==> config.mk <==
export PLATFORM = sky130hd
export DESIGN_NAME = midi_note_tx
export DESIGN_NICKNAME = d
export VERILOG_FILES = /design/src/rtl/midi_pkg.sv /design/src/rtl/uart_tx_byte.sv /design/src/rtl/midi_note_tx.sv
export SDC_FILE = /design/constraint.sdc
export NUM_CORES = 1
export LEC_CHECK = 0
export ABC_AREA = 1
export CAP_MARGIN = 40
export CORE_ASPECT_RATIO = 0.8
export CORE_MARGIN = 3
export CORE_UTILIZATION = 53
export DETAILED_ROUTE_END_ITERATION = 10
export DONT_BUFFER_PORTS = 1
export PLACE_DENSITY = 0.78
export SYNTH_ARGS = -nofsm -noshare
export SYNTH_HDL_FRONTEND = slang
export SYNTH_HIERARCHICAL = 1
export SYNTH_SLANG_ARGS = --single-unit
==> constraint.sdc <==
create_clock -name clk_100mhz -period 6.3 [get_ports clk_100mhz]
set_input_delay 0.315 -clock clk_100mhz [delete_from_list [all_inputs] [get_ports clk_100mhz]]
set_output_delay 0.315 -clock clk_100mhz [all_outputs]
set_load 0.01 [all_outputs]
==> src/rtl/midi_pkg.sv <==
// Shared MIDI constants, encoder state type and status-byte helper used by the
// note transmitter and the matching receiver/decoder.
package midi_pkg;

    // 100 MHz system clock divided down to the 31250 baud MIDI rate.
    localparam int CLK_CYCLES_PER_UART_BIT = 3200;

    // Bits per UART frame: start + 8 data + stop.
    localparam int UART_FRAME_BITS = 10;

    // Status-byte high nibbles.
    localparam logic [3:0] MIDI_NOTE_ON  = 4'h9;
    localparam logic [3:0] MIDI_NOTE_OFF = 4'h8;

    // 88-key piano range (A0..C8), shared with the decoder.
    localparam logic [6:0] MIDI_KEY_LOW   = 7'd21;
    localparam logic [6:0] MIDI_KEY_HIGH  = 7'd108;
    localparam int         MIDI_KEY_COUNT = 88;

    // Encoder FSM states.
    typedef enum logic [1:0] {
        ST_IDLE,
        ST_SEND_STATUS,
        ST_SEND_NOTE,
        ST_SEND_VEL
    } enc_state_e;

    // Build the Note On / Note Off status byte for a channel.
    function automatic logic [7:0] midi_status(input logic on, input logic [3:0] ch);
        return {(on ? MIDI_NOTE_ON : MIDI_NOTE_OFF), ch};
    endfunction

endpackage

==> src/rtl/uart_tx_byte.sv <==
// 8N1 byte serializer. A new byte may be loaded in the same cycle that done
// pulses, so consecutive frames chain with no idle cycle between them.
module uart_tx_byte #(
    parameter int CLK_CYCLES_PER_UART_BIT = midi_pkg::CLK_CYCLES_PER_UART_BIT
) (
    input  logic       clk_100mhz,
    input  logic       reset,
    input  logic       load,
    input  logic [7:0] data,
    output logic       tx,
    output logic       ready,
    output logic       done
);
    import midi_pkg::*;

    localparam logic [11:0] BIT_LAST  = 12'(CLK_CYCLES_PER_UART_BIT - 1);
    localparam logic [3:0]  IDX_STOP  = 4'(UART_FRAME_BITS - 1);
    localparam logic [3:0]  IDX_LASTD = 4'(UART_FRAME_BITS - 2);

    logic        active_q, active_d;
    logic [11:0] cnt_q, cnt_d;
    logic [3:0]  idx_q, idx_d;
    logic [7:0]  data_q, data_d;
    logic        tx_q, tx_d;

    // Bit timing and shift sequencing; the line value is registered so the
    // output is glitch-free and the start bit appears the cycle after load.
    always_comb begin
        active_d = active_q;
        cnt_d    = cnt_q;
        idx_d    = idx_q;
        data_d   = data_q;
        tx_d     = tx_q;
        done     = active_q && (idx_q == IDX_STOP) && (cnt_q == BIT_LAST);
        ready    = !active_q;

        if (load && (!active_q || done)) begin
            active_d = 1'b1;
            cnt_d    = 12'd0;
            idx_d    = 4'd0;
            data_d   = data;
            tx_d     = 1'b0;
        end else if (active_q) begin
            if (cnt_q == BIT_LAST) begin
                cnt_d = 12'd0;
                if (idx_q == IDX_STOP) begin
                    active_d = 1'b0;
                    tx_d     = 1'b1;
                end else begin
                    idx_d = idx_q + 4'd1;
                    // Leaving bit idx_q means the line now carries bit idx_q+1:
                    // data bit idx_q for the data positions, then the stop bit.
                    tx_d  = (idx_q == IDX_LASTD) ? 1'b1 : data_q[idx_q[2:0]];
                end
            end else begin
                cnt_d = cnt_q + 12'd1;
            end
        end
    end

    // Serializer state register; reset abandons any partial frame.
    always_ff @(posedge clk_100mhz) begin
        if (reset) begin
            active_q <= 1'b0;
            cnt_q    <= 12'd0;
            idx_q    <= 4'd0;
            data_q   <= 8'h00;
            tx_q     <= 1'b1;
        end else begin
            active_q <= active_d;
            cnt_q    <= cnt_d;
            idx_q    <= idx_d;
            data_q   <= data_d;
            tx_q     <= tx_d;
        end
    end

    assign tx = tx_q;

endmodule

==> src/rtl/midi_note_tx.sv <==
// MIDI Note On/Off transmitter: accepts one event per handshake, encodes it as
// a 3-byte Note message (status optionally elided by running status) and
// streams the bytes back-to-back through the 8N1 serializer.
module midi_note_tx #(
    parameter int CLK_CYCLES_PER_UART_BIT = midi_pkg::CLK_CYCLES_PER_UART_BIT,
    parameter bit RUNNING_STATUS          = 1'b1
) (
    input  logic       clk_100mhz,
    input  logic       reset,
    input  logic       note_valid,
    output logic       note_ready,
    input  logic       note_on,
    input  logic [3:0] channel,
    input  logic [6:0] note,
    input  logic [6:0] velocity,
    output logic       uart_tx,
    output logic       busy,
    output logic       msg_done
);
    import midi_pkg::*;

    enc_state_e  state_q, state_d;
    logic [7:0]  last_status_q, last_status_d;
    logic [6:0]  note_q, note_d;
    logic [6:0]  vel_q, vel_d;

    logic        ser_load;
    logic [7:0]  ser_data;
    logic        ser_tx;
    logic        ser_ready;
    logic        ser_done;
    logic [7:0]  status_new;
    logic        need_status;

    assign status_new  = midi_status(note_on, channel);
    // last_status resets to 0x00, which is never a valid status, so the first
    // message after reset always carries its status byte.
    assign need_status = !RUNNING_STATUS || (status_new != last_status_q);

    // Encoder next-state: the first byte is loaded straight from the inputs in
    // the acceptance cycle, later bytes are loaded on the serializer's done.
    always_comb begin
        state_d       = state_q;
        last_status_d = last_status_q;
        note_d        = note_q;
        vel_d         = vel_q;
        ser_load      = 1'b0;
        ser_data      = 8'h00;
        msg_done      = 1'b0;

        case (state_q)
            ST_IDLE: begin
                if (note_valid && !reset && ser_ready) begin
                    note_d   = note;
                    vel_d    = velocity;
                    ser_load = 1'b1;
                    if (need_status) begin
                        ser_data      = status_new;
                        last_status_d = status_new;
                        state_d       = ST_SEND_STATUS;
                    end else begin
                        ser_data = {1'b0, note};
                        state_d  = ST_SEND_NOTE;
                    end
                end
            end
            ST_SEND_STATUS: begin
                if (ser_done) begin
                    ser_load = 1'b1;
                    ser_data = {1'b0, note_q};
                    state_d  = ST_SEND_NOTE;
                end
            end
            ST_SEND_NOTE: begin
                if (ser_done) begin
                    ser_load = 1'b1;
                    ser_data = {1'b0, vel_q};
                    state_d  = ST_SEND_VEL;
                end
            end
            ST_SEND_VEL: begin
                if (ser_done) begin
                    msg_done = 1'b1;
                    state_d  = ST_IDLE;
                end
            end
            default: state_d = ST_IDLE;
        endcase
    end

    // Encoder state, running-status memory and latched event fields.
    always_ff @(posedge clk_100mhz) begin
        if (reset) begin
            state_q       <= ST_IDLE;
            last_status_q <= 8'h00;
            note_q        <= 7'd0;
            vel_q         <= 7'd0;
        end else begin
            state_q       <= state_d;
            last_status_q <= last_status_d;
            note_q        <= note_d;
            vel_q         <= vel_d;
        end
    end

    assign note_ready = (state_q == ST_IDLE);
    assign busy       = !note_ready;
    assign uart_tx    = ser_tx;

    uart_tx_byte #(
        .CLK_CYCLES_PER_UART_BIT(CLK_CYCLES_PER_UART_BIT)
    ) u_ser (
        .clk_100mhz(clk_100mhz),
        .reset     (reset),
        .load      (ser_load),
        .data      (ser_data),
        .tx        (ser_tx),
        .ready     (ser_ready),
        .done      (ser_done)
    );

endmodule

After elaboration in Yosys (flattened, before gate mapping)
Index checks and enable logic that the tools add are counted.
W data, S select, Z words.
- output and inout port bits: 4
- logic and storage cells: 71
- bits in registers: 50
- bits of input ports: 22
- reduce and logical (&&, ||, !) cells: 19
- mux-type cells: 28
- bitwise operators: 1
- add/sub/neg operators: 2
- equal/unequal tests: 11
- $lt $le $gt $ge: 1
- operators with widths (cell ; number):
    $pmux W8 S3 ; 1
    $mux W8 ; 2
    $mux W1 ; 14
    $mux W7 ; 2
    $add A12 B1 Y12 const B ; 1
    $eq A12 B12 Y1 const B ; 1
    $mux W12 ; 1
    $mux W2 ; 5
    $eq A4 B4 Y1 const B ; 2
    $ne A8 B8 Y1 ; 1
    $pmux W2 S4 ; 1
    $ne A2 B2 Y1 const B ; 3
    $reduce_and A3 Y1 ; 2
    $logic_and A1 B1 Y1 ; 5
    $add A4 B1 Y4 const B ; 1
    $eq A2 B2 Y1 const B ; 2
    $lt A3 B4 Y1 const B ; 1
    $reduce_and A2 Y1 ; 2
    $reduce_and A4 Y1 ; 1
    $reduce_bool A2 Y1 ; 2
    $reduce_or A2 Y1 ; 2
    $bmux W1 S3 ; 1
    $logic_not A1 Y1 ; 3
    $eq A2 B1 Y1 const B ; 1
    5 further kinds ; 5

Longest topological paths before layout
Gate-level depths: netlist (run 1).
- depth in word-level cells: 8
- mapped depth: 18
- depth with buffers taken out: 17

Cells and area by module
Netlist (run 1), hierarchy kept.
- modules (own cells, without submodules) (module ; area an instance (sq um) ; times used ; cells each):
    uart_tx_byte ; 1458.9 ; 1 ; 217
    midi_note_tx ; 1317.5 ; 1 ; 197

Worst setup path after synthesis (run 1)
Ideal clock, no wire load.
- kind: reg-to-reg
- from: reg u_ser.cnt_q[0]
- to: reg u_ser.data_q[4]
- setup slack: 4.009 ns
- path buffers: 3
- arrival: 2.176 ns
- required time: 6.185 ns
- stages on the path, launching flop included: 16
- path through: dfxtp_1 -> ha_1 -> nand3_1 -> nor2_2 -> nand2_1 -> nor2_1 -> inv_1 -> nor2_1 -> buf_2 -> nand2_1 -> a21oi_1 -> buf_2 -> clkbuf_1 -> nand4_1 -> nand2_1 -> nor2_1
- cells in the longest elaborated chain, start to end: 5
- elaborated cells on any way between the ends: 9
- RTL lines (item ; RTL line ; text):
    start, declared ; uart_tx_byte.sv:21 ; logic [11:0] cnt_q, cnt_d;
    start signal, assigned ; uart_tx_byte.sv:71 ; cnt_q <= cnt_d;
    $eq A12 B12 Y1 ; uart_tx_byte.sv:34 ; done = active_q && (idx_q == IDX_STOP) && (cnt_q == BIT_LAST);
    $logic_and A1 B1 Y1 ; uart_tx_byte.sv:34 ;
    net ser_done ; midi_note_tx.sv:31 ; logic ser_done;
    $mux W1 ; midi_note_tx.sv:68, midi_note_tx.sv:75 ;
    $pmux W1 S2 ; midi_note_tx.sv:51 ; case (state_q)
    net ser_load ; midi_note_tx.sv:27 ; logic ser_load;
    $logic_and A1 B1 Y1 ; uart_tx_byte.sv:37 ; if (load && (!active_q || done)) begin
    end signal, assigned ; uart_tx_byte.sv:73 ; data_q <= data_d;
    end, declared ; uart_tx_byte.sv:23 ; logic [7:0] data_q, data_d;
The timed path passes the listed nets, and every way through them passes these cells.
A chain may end at the register's enable or synchronous reset.

Final worst setup path (run 1)
- from: reg u_ser.cnt_q[0]
- to: reg u_ser.data_q[2]
- elaborated cells on any way between the ends: 9
- RTL lines (item ; RTL line ; text):
    $eq A12 B12 Y1 (*) ; uart_tx_byte.sv:34 ;
    $logic_and A1 B1 Y1 (*) ; uart_tx_byte.sv:34 ;
    net ser_done ; midi_note_tx.sv:31 ;
    $mux W7 (on tied branches) ; midi_note_tx.sv:75, midi_note_tx.sv:68 ;
    $pmux W8 S3 (*) ; midi_note_tx.sv:51 ;
    net ser_data[2] ; midi_note_tx.sv:28 ; logic [7:0] ser_data;
The timed path passes the listed nets; every way through them passes the cells marked *.

==> results of run 1 <==
[worst max path at each step]
stage / from / to / slack [ns] / cells after the start
global placement: u_ser/cnt_q[0] / u_ser/data_q[2] / 3.62 / 17
CTS: u_ser/cnt_q[0] / u_ser/data_q[4] / 3.45 / 15
finish: u_ser/cnt_q[0] / u_ser/data_q[2] / 3.40 / 17
detailed placement: u_ser/cnt_q[0] / u_ser/data_q[4] / 3.48 / 15
floorplan: u_ser/cnt_q[0] / u_ser/data_q[4] / 4.01 / 15
global route: u_ser/cnt_q[0] / u_ser/data_q[2] / 3.01 / 17
[cell usage after synthesis]
cell type,instances,area (sq um)
clkinv_1,1,3.75
nand2_1,94,353
buf_1,2,7.51
a21oi_1,39,195
nor2_2,4,25.0
dfxtp_1,48,961
nor2_1,44,165
o21ai_1,2,10.0
a31o_2,1,8.76
nand3_2,3,30.0
o21bai_1,1,7.51
clkbuf_1,3,11.3
o211ai_1,1,7.51
ha_1,9,113
buf_6,4,45.0
a21oi_2,3,26.3
nand3_4,1,17.5
nand2_4,2,22.5
a31oi_1,7,43.8
o31ai_1,1,7.51
inv_1,60,225
buf_2,5,25.0
nor2_4,2,22.5
xor2_1,6,52.6
inv_4,1,6.26
nand4_1,15,93.8
inv_2,3,11.3
xnor2_1,2,17.5
nor3_1,10,50.1
nand3_1,21,105
buf_4,1,7.51
o21ai_0,11,55.1
nand2_2,7,43.8
[area by class of cell]
| class | count | area, sq um |
|---|---|---|
| repair buffers | 1 | 7.51 |
| clock inverters | 2 | 15.0 |
| multi-input cells | 286 | 1470 |
| flip-flops and latches | 48 | 961 |
| inverters | 65 | 246 |
| clock buffers | 6 | 82.6 |
| fillers | 451 | 1960 |
| well taps | 60 | 75.1 |
[state kept, by name, indices dropped and copies added (netlist names)]
register / flops
last_status_q: 6
note_q: 7
state_q: 2
u_ser/active_q: 1
u_ser/cnt_q: 12
u_ser/data_q: 8
u_ser/idx_q: 4
u_ser/tx: 1
vel_q: 7
[power groups by stage]
stage | clock [mW] | combinational [mW] | sequential, mW
floorplan | 0 | 0.184 | 0.363
global placement | 0 | 0.201 | 0.373
detailed placement | 0 | 0.206 | 0.373
CTS | 0.206 | 0.207 | 0.367
global route | 0.216 | 0.239 | 0.371
finish | 0.201 | 0.209 | 0.367
[cells by family (layout without fill, tap and decap cells)]
| kind of cell | Yosys count | after routing | share of synthesized area |
|---|---|---|---|
| AND/OR/NAND/NOR | 203 | 203 | 0.334 |
| buffers and inverters | 80 | 74 | 0.123 |
| AO/OA/AOI/OAI | 66 | 66 | 0.130 |
| flip-flops | 48 | 48 | 0.346 |
| adder cells (fa/ha/maj) | 9 | 9 | 0.0406 |
| XOR/XNOR | 8 | 8 | 0.0252 |
[through the flow]
step / hold WS (ns) / power (mW) / instance area, sq um / worst slack [ns]
finish: 0.0534 / 0.777 / 2860 / 3.40
global route: 0.0439 / 0.826 / 2860 / 3.01
CTS: 0.0464 / 0.779 / 2860 / 3.45
detailed placement: 0.388 / 0.579 / 2760 / 3.48
global placement: 0.386 / 0.574 / 2760 / 3.62
floorplan: 0.384 / 0.547 / 2780 / 4.01
[layer usage]
layer | track usage | wire, microns | share of wire | up-vias
met5 | 0 | 0 | 0 | -
met4 | 0.0571 | 86 | 0.015 | 0
met3 | 0.0407 | 339 | 0.058 | 10
met2 | 0.286 | 2420 | 0.41 | 63
met1 | 0.284 | 2980 | 0.51 | 1146
li1 | - | - | - | 1306
[cell usage in the layout (no fill, tap or decap)]
| cell type | count |
|---|---|
| a21oi_1 | 39 |
| a21oi_2 | 3 |
| a31o_2 | 1 |
| a31oi_1 | 7 |
| buf_4 | 1 |
| clkbuf_8 | 6 |
| clkinv_1 | 1 |
| clkinvlp_4 | 2 |
| dfxtp_1 | 48 |
| ha_1 | 9 |
| inv_1 | 60 |
| inv_2 | 3 |
| inv_4 | 1 |
| nand2_1 | 94 |
| nand2_2 | 7 |
| nand2_4 | 2 |
| nand3_1 | 21 |
| nand3_2 | 3 |
| nand3_4 | 1 |
| nand4_1 | 15 |
| nor2_1 | 44 |
| nor2_2 | 4 |
| nor2_4 | 2 |
| nor3_1 | 10 |
| o211ai_1 | 1 |
| o21ai_0 | 11 |
| o21ai_1 | 2 |
| o21bai_1 | 1 |
| o31ai_1 | 1 |
| xnor2_1 | 2 |
| xor2_1 | 6 |
==> impl_metrics.yaml, run 1 <==
outcome:
  status: "finished clean"
pwr:
  p_sw_mw: 0.278
  comb_power_share: 0.269
  clkPwrFrac: 0.259
  p_int_mw: 0.499
  leakage_nw: 1.16
  sequentialPowerShare: 0.472
  swShare: 0.358
  power_density_nw_per_um2: 272
  peakVddDrop_mv: 0.170
timing:
  hold_viol: 0
  skew_ns: 0.00803
  period_share: 0.460
  fmax_mhz: 345
  rsz0062_at_grt: "false"
  setup_viol: 0
  post-route-min-period_ns: 2.90
  setup-tns-final_ns: 0
  tightest_slew_ns: 0.643
  slew_violations: 0
  relSlewSlack: 0.569
setup_path:
  reg2reg_from: "u_ser/cnt_q[0]"
  crit_arrival_ns: 3.15
  r2r_cells: 17
  r2r-end: "u_ser/data_q[2]"
  setup.worst_path.start_class: "flip-flop"
  worst_ep_required_time_ns: 6.56
  cp_common_cell: "inv_1"
  worstPathMaxFanout: 10
  crit_type: "flip-flop to flip-flop"
  crit_slowest_cell: "nor2_1"
  crit_family: "simple AND/OR/NAND/NOR gates"
  crit_chain: "ha_1 > nand3_1 > nor2_2 > nand2_1 > nor2_1 > inv_1 > nor2_1 > inv_1 > nor3_1 > a31oi_1 > nand2_1 > inv_1 > a21oi_1 > inv_1 > nand4_1 > nand2_1 > nor2_1"
  path_buf_inv: 4
  critPathCaptureType: "flip-flop"
  r2r_slack_ns: 3.40
  cpPeakStageDelay_ns: 0.50
cts:
  cts_buffer_depth: 2
  cts_sinks: 48
  cts_max_level: 2
  ctsRootBufferMaster: "clkbuf_8"
  post_cts_resized: 0
  clkSlewWorstSetupHoldPaths_ns: 0.10
  post-cts-setup-buffers: 0
  ctsHoldBuffers: 0
  cts_inserted_buffers: 5
  cts_tree: "yes"
  clkLatencyLatePin_ns: 0.31
synth:
  synth_cell_type_count: 33
  syn_nets: 445
  synth_cells: 414
  ys_ff_latch: 48
  syn_area_sq_um: 2780
  yosysWarnings: 6
  seq_area_frac_synth: 0.346
  avgSynthCellArea_sq_um: 6.71
die:
  initial_core_util: 0.576
  core_area_sq_um: 4820
  die_area_sq_um: 6150
  fp.dieW_microns: 86.9
  ioPinCount: 26
  die_h_microns: 70.7
  fp-row-count: 22
finish:
  fin_util: 0.594
  nets: 438
  final_cells: 468
  drive_gt1_frac: 0.0882
  insertedDiodeCount: 0
  syn_to_final_growth_pct: 3.02
worst_hold_path:
  hold_depth: 1
  holdCritStartpoint: "reset"
  holdPathEnd: "note_q[0]"
  hold_path.class: "input port to flip-flop"
placement:
  gp_congestion: 0.880
  io_buffer_count: 0
  dp_hpwl_microns: 4350
  placed_cells: 460
grt:
  grt_pass1_vias: 2213
  antenna_found_initial: 0
  grt_usage: 0.194
  grt_max_degree: 25
  gr-total-overflow: 0
  grt_pass1_wl_microns: 9780
route:
  firstDrtPassIters: 5
  wl_per_cell_microns: 12.4
  final_antenna_net_count: 0
  drc_errors: 0
  dr.first_iter.drc_count: 173
  wl_microns: 5820
  routed_via_density: 5.40
  vias: 2525
flow_run:
  drv_cap: 0
No activity file was read; power rests on OpenSTA's default activity.
==> inputs of run 2 (changes only) <==
==> constraint.sdc (replaced) <==
create_clock -name clk_100mhz -period 2.97 [get_ports clk_100mhz]
set_input_delay 0.1485 -clock clk_100mhz [delete_from_list [all_inputs] [get_ports clk_100mhz]]
set_output_delay 0.1485 -clock clk_100mhz [all_outputs]
set_load 0.01 [all_outputs]
==> run 2 against run 1 <==
  * Routed wire length grew 0.89%
  * Clock power rose by 130%
  * First-iteration DRC count up 49%
  * Critical path type unchanged
  * Clock skew fell by 0.0022 ns
  * Via count fell by 0.63%
  * Clock-buffer cell count did not move
  * Largest power group unchanged
  * Highest routed layer unchanged
  * Combinational power is 120% higher
==> impl_metrics.yaml, run 2 (synthesized netlist as in run 1, its figures left out) <==
die:
  initial_core_util: 0.576
  die_h_microns: 70.7
  fp-row-count: 22
  core_area_sq_um: 4820
  fp.dieW_microns: 86.9
  die_area_sq_um: 6150
  ioPinCount: 26
finish:
  layout_common_cells: "94 x nand2_1, 60 x inv_1, 48 x dfxtp_1"
  drive_gt1_frac: 0.0896
  largest_reg_flops: 12
  regMostFlops: "u_ser/cnt_q"
  top_regs: "u_ser/cnt_q x12, u_ser/data_q x8"
  insertedDiodeCount: 0
  final_common_cell: "nand2_1"
  nets: 443
  nFillCells: 472
  syn_to_final_growth_pct: 5.00
grt:
  grt_pass1_wl_microns: 10200
  gr-total-overflow: 0
  antenna_found_initial: 0
  grt_max_degree: 25
  grt_pass1_vias: 2264
  grt_usage: 0.205
timing:
  relSlewSlack: 0.611
  slew_violations: 0
  hold_viol: 0
  rsz0062_at_grt: "false"
  timing.hold.ws_ns: 0.00957
  post-route-min-period_ns: 2.38
  setup_viol: 0
  period_share: 0.800
  skew_ns: 0.00586
  tightest_slew_ns: 0.582
  setup-tns-final_ns: 0
  fmax_mhz: 421
setup_path:
  cp.depth: 13
  crit_chain: "ha_1 > nand3_1 > nor2_2 > nand2_1 > nor2_1 > inv_1 > nor2_1 > nand2_1 > a21oi_1 > buf_4 > nand4_1 > nand2_1 > nor2_1"
  crit_arrival_ns: 2.58
  worstPathMaxFanout: 16
  r2r-end: "u_ser/data_q[4]"
  worst_ep_required_time_ns: 3.17
  cpPeakStageDelay_ns: 0.36
  path_buf_inv: 2
  crit_type: "flip-flop to flip-flop"
  crit_slowest_cell: "dfxtp_1"
  crit_family: "simple AND/OR/NAND/NOR gates"
  reg2reg_from: "u_ser/cnt_q[0]"
  r2r_cells: 13
  r2r_slack_ns: 0.59
  worstSetupStartpoint: "u_ser/cnt_q[0]"
  critPathCaptureType: "flip-flop"
  setup.worst_path.start_class: "flip-flop"
  endpoint: "u_ser/data_q[4]"
cts:
  cts_max_level: 2
  post_cts_resized: 0
  cts_sinks: 48
  cts_inserted_buffers: 5
  ctsRootBufferMaster: "clkbuf_8"
  clkSlewWorstSetupHoldPaths_ns: 0.09
  clkLatencyLatePin_ns: 0.30
  cts_buffer_depth: 2
  ctsHoldBuffers: 3
  cts_tree: "yes"
  post-cts-setup-buffers: 0
placement:
  dp_hpwl_microns: 4310
  io_buffer_count: 0
  gp_congestion: 0.848
route:
  drc_errors: 0
  firstDrtPassIters: 4
  routed_via_density: 5.30
  vias: 2509
  dr.first_iter.drc_count: 257
  wl_microns: 5870
  wl_per_cell_microns: 12.4
  final_antenna_net_count: 0
pwr:
  peakVddDrop_mv: 0.403
  leakage_nw: 1.20
  power_density_nw_per_um2: 584
outcome:
  status: "finished clean"
flow_run:
  drv_cap: 0
worst_hold_path:
  hold_path.class: "input port to flip-flop"
## run 2: cell types whose count changed in the layout (fill, tap and decap cells not counted), sizes merged
cell	previous run	this run
clkinvlp	2	0
buf	1	3
bufinv	0	1
clkinv	1	2
dlygate4sd3	0	3
## run 2: area by class of cell
type                            count  area (sq um)  area share
Multi-Input combinational cell    286          1470       0.505
Sequential cell                    48           961       0.330
Inverter                           65           246      0.0845
Tap cell                           60          75.1      0.0258
Clock buffer                        6          72.6      0.0249
Timing Repair Buffer                6          52.6      0.0180
Clock inverter                      2          35.0      0.0120
## run 2: worst register-to-register path, delay by kind of cell, from the launching register on
kind / cells / cell delay [ns]
AOI/OAI and AO/OA: 1 / 0.33
adders and majority gates: 1 / 0.24
buffers and inverters: 2 / 0.35
DFF: 1 / 0.36
and+or+nand+nor: 9 / 1.01
## run 2: metrics by stage
| stage | instances | cell area, sq um | worst slack [ns] | utilization | total power [mW] |
|---|---|---|---|---|---|
| 2_1_floorplan | 414 | 2780 | 0.679 | - | 1.16 |
| 3_3_place_gp | 462 | 2780 | 0.669 | 0.577 | 1.22 |
| 3_5_place_dp | 462 | 2780 | 0.620 | 0.577 | 1.23 |
| 4_1_cts | 473 | 2920 | 0.584 | 0.605 | 1.71 |
| 5_1_grt | 473 | 2920 | 0.243 | 0.605 | 1.82 |
| 6_report | 473 | 2920 | 0.593 | 0.605 | 1.70 |
## run 2: layer usage
layer,share of wire,global-route usage,up-vias
li1,-,-,1315
met3,0.068,0.0524,7
met5,0,0,-
met4,0.010,0.0588,0
met1,0.50,0.294,1126
met2,0.42,0.300,61
## run 2: where the power goes
group,internal (mW),total (mW),switching [mW],leakage (nW)
Sequential,0.722,0.771,0.0494,0.391
Clock,0.250,0.471,0.221,0.0552
Combinational,0.153,0.460,0.307,0.755
Total,1.13,1.70,0.577,1.20
## run 2: worst min-delay path by stage
| stage | depth (start not counted) | startpoint | slack, ns | endpoint |
|---|---|---|---|---|
| floorplan | 1 | reset | 0.22 | note_q[3] |
| global route | 2 | channel[1] | 0.01 | last_status_q[1] |
| global placement | 1 | reset | 0.22 | note_q[6] |
| finish | 2 | note_on | 0.01 | last_status_q[4] |
| detailed placement | 1 | reset | 0.22 | note_q[0] |
| CTS | 2 | channel[3] | 0.0002 | last_status_q[3] |
==> inputs of run 3 (changes only) <==
==> constraint.sdc (replaced) <==
create_clock -name clk_100mhz -period 2.28 [get_ports clk_100mhz]
set_input_delay 0.114 -clock clk_100mhz [delete_from_list [all_inputs] [get_ports clk_100mhz]]
set_output_delay 0.114 -clock clk_100mhz [all_outputs]
set_load 0.01 [all_outputs]
==> run 3 against run 2 <==
  * Cell count grew 3.8%
  * Register-to-register slack lost 0.47 ns
  * Worst hold slack gained 0.0015 ns
  * Global-route usage is essentially flat
  * Utilization grew 4.3 points
  * Clock-buffer cell count grew 1
  * Sequential power grew 31%
  * Sequential share of layout area shrank 1.9 points
  * Setup slack lost 0.47 ns
  * Design area grew 7.0%
  * Fmax grew 10%
  * Highest routed layer unchanged
==> impl_metrics.yaml, run 3 (synthesized netlist as in run 1, its figures left out) <==
finish:
  regMostFlops: "u_ser/cnt_q"
  drive_gt1_frac: 0.142
  nets: 461
  final-seq-area_sq_um: 968
  largest_reg_flops: 12
  nFillCells: 445
  insertedDiodeCount: 0
  final_common_cell: "nand2_1"
  layout_common_cells: "92 x nand2_1, 58 x inv_1, 46 x dfxtp_1"
  fin_util: 0.648
  top_regs: "u_ser/cnt_q x12, u_ser/data_q x8"
  syn_to_final_growth_pct: 12.4
  multi_input_area_sq_um: 1530
flow_run:
  drv_cap: 0
setup_path:
  r2r_slack_ns: 0.12
  critPathCaptureType: "flip-flop"
  reg2reg_from: "u_ser/cnt_q[0]"
  crit_slowest_cell: "dfxtp_4"
  cp.depth: 15
  cpPeakStageDelay_ns: 0.38
  crit_type: "flip-flop to flip-flop"
  path_buf_inv: 3
  worstPathMaxFanout: 8
  cp_common_cell: "nor2_4"
  crit_family: "simple AND/OR/NAND/NOR gates"
  crit_chain: "ha_4 > nand3_1 > nor2_2 > nand2_2 > nor2_4 > inv_2 > nor2_4 > inv_4 > nor3_1 > a31oi_1 > a21oi_2 > inv_1 > nand4_1 > nand2_1 > nor2_1"
  r2r-end: "u_ser/data_q[1]"
  crit_arrival_ns: 2.40
  setup.worst_path.start_class: "flip-flop"
  worst_ep_required_time_ns: 2.52
  r2r_cells: 15
timing:
  skew_ns: 0.0131
  post-route-min-period_ns: 2.16
  relSlewSlack: 0.617
  slew_violations: 0
  hold_viol: 0
  timing.hold.ws_ns: 0.0111
  tightest_slew_ns: 0.572
  setup-tns-final_ns: 0
  setup_viol: 0
  period_share: 0.947
  fmax_mhz: 463
pwr:
  leakage_nw: 1.28
  power_density_nw_per_um2: 694
  peakVddDrop_mv: 0.618
worst_hold_path:
  holdPathEnd: "vel_q[4]"
  hold_depth: 2
  hold_path.class: "input port to flip-flop"
  holdCritStartpoint: "velocity[4]"
placement:
  dp_hpwl_microns: 4420
  io_buffer_count: 0
  gp_congestion: 0.850
route:
  final_antenna_net_count: 0
  firstDrtPassIters: 4
  vias: 2604
  dr.first_iter.drc_count: 218
  wl_microns: 6250
  drc_errors: 0
  routed_via_density: 5.30
  wl_per_cell_microns: 12.7
die:
  die_area_sq_um: 6150
  ioPinCount: 26
  core_area_sq_um: 4820
  initial_core_util: 0.576
  fp-row-count: 22
  die_h_microns: 70.7
  fp.dieW_microns: 86.9
grt:
  grt_usage: 0.205
  grt_pass1_wl_microns: 10400
  antenna_found_initial: 0
  grt_max_degree: 17
  grt_pass1_vias: 2322
  gr-total-overflow: 0
cts:
  ctsRootBufferMaster: "clkbuf_8"
  clkLatencyLatePin_ns: 0.30
  cts_max_level: 2
  cts_sinks: 48
  cts_buffer_depth: 2
  cts_tree: "yes"
  cts_inserted_buffers: 5
  clkSlewWorstSetupHoldPaths_ns: 0.09
outcome:
  status: "finished clean"
## run 3: cell count changes in the layout (fill, tap and decap cells not counted), moves of 3 or more
cell           delta
buf_4             +9
dlygate4sd3_1     +8
nor3_1            -4
nor3_2            +4
nor2_1            -3
## run 3: cell type report
type	count	area share
inverters	65	0.0798
repair buffers	24	0.0678
flip-flops and latches	48	0.310
well taps	60	0.0241
clock inverters	1	0.00281
multi-input cells	286	0.491
clock buffers	7	0.0245
## run 3: stage by stage
stage | instance area (sq um) | cells | total power, mW | setup WS (ns)
floorplan | 2780 | 414 | 1.51 | 0.0898
global placement | 2830 | 469 | 1.61 | 0.0868
detailed placement | 2830 | 469 | 1.63 | -0.0380
CTS | 3020 | 487 | 2.15 | 0.0466
global route | 3120 | 491 | 2.31 | -0.00505
finish | 3120 | 491 | 2.17 | 0.122
## run 3: metal layers
metal | global-route usage | wire (microns) | vias to the layer above
met5 | 0 | 0 | -
met1 | 0.296 | 3060 | 1185
li1 | - | - | 1349
met3 | 0.0466 | 370 | 4
met4 | 0.0381 | 33 | 0
met2 | 0.314 | 2780 | 66
## run 3: how the worst max path moves through the flow
stage / to / slack (ns) / from
final: u_ser/data_q[1] / 0.12 / u_ser/cnt_q[0]
after global routing: u_ser/data_q[2] / -0.005 / u_ser/cnt_q[0]
after CTS: u_ser/data_q[3] / 0.05 / u_ser/cnt_q[0]
after detailed placement: u_ser/data_q[3] / -0.04 / u_ser/cnt_q[0]
after global placement: u_ser/data_q[1] / 0.09 / u_ser/cnt_q[0]
after floorplan: u_ser/data_q[4] / 0.09 / u_ser/cnt_q[0]
## run 3: timing repair
| item | in CTS | in global routing |
|---|---|---|
| pin swaps | 0 | 3 |
| hold endpoints to repair | 14 | 1 |
| hold buffers | 10 | 1 |
| setup buffers | 0 | 3 |
| resized for setup | 1 | 21 |
| endpoints found under the setup margin | 7 | 27 |
## run 3: where the power goes
| part | internal [mW] | switching (mW) |
|---|---|---|
| logic | 0.230 | 0.421 |
| registers | 0.941 | 0.0724 |
| clock network | 0.220 | 0.281 |
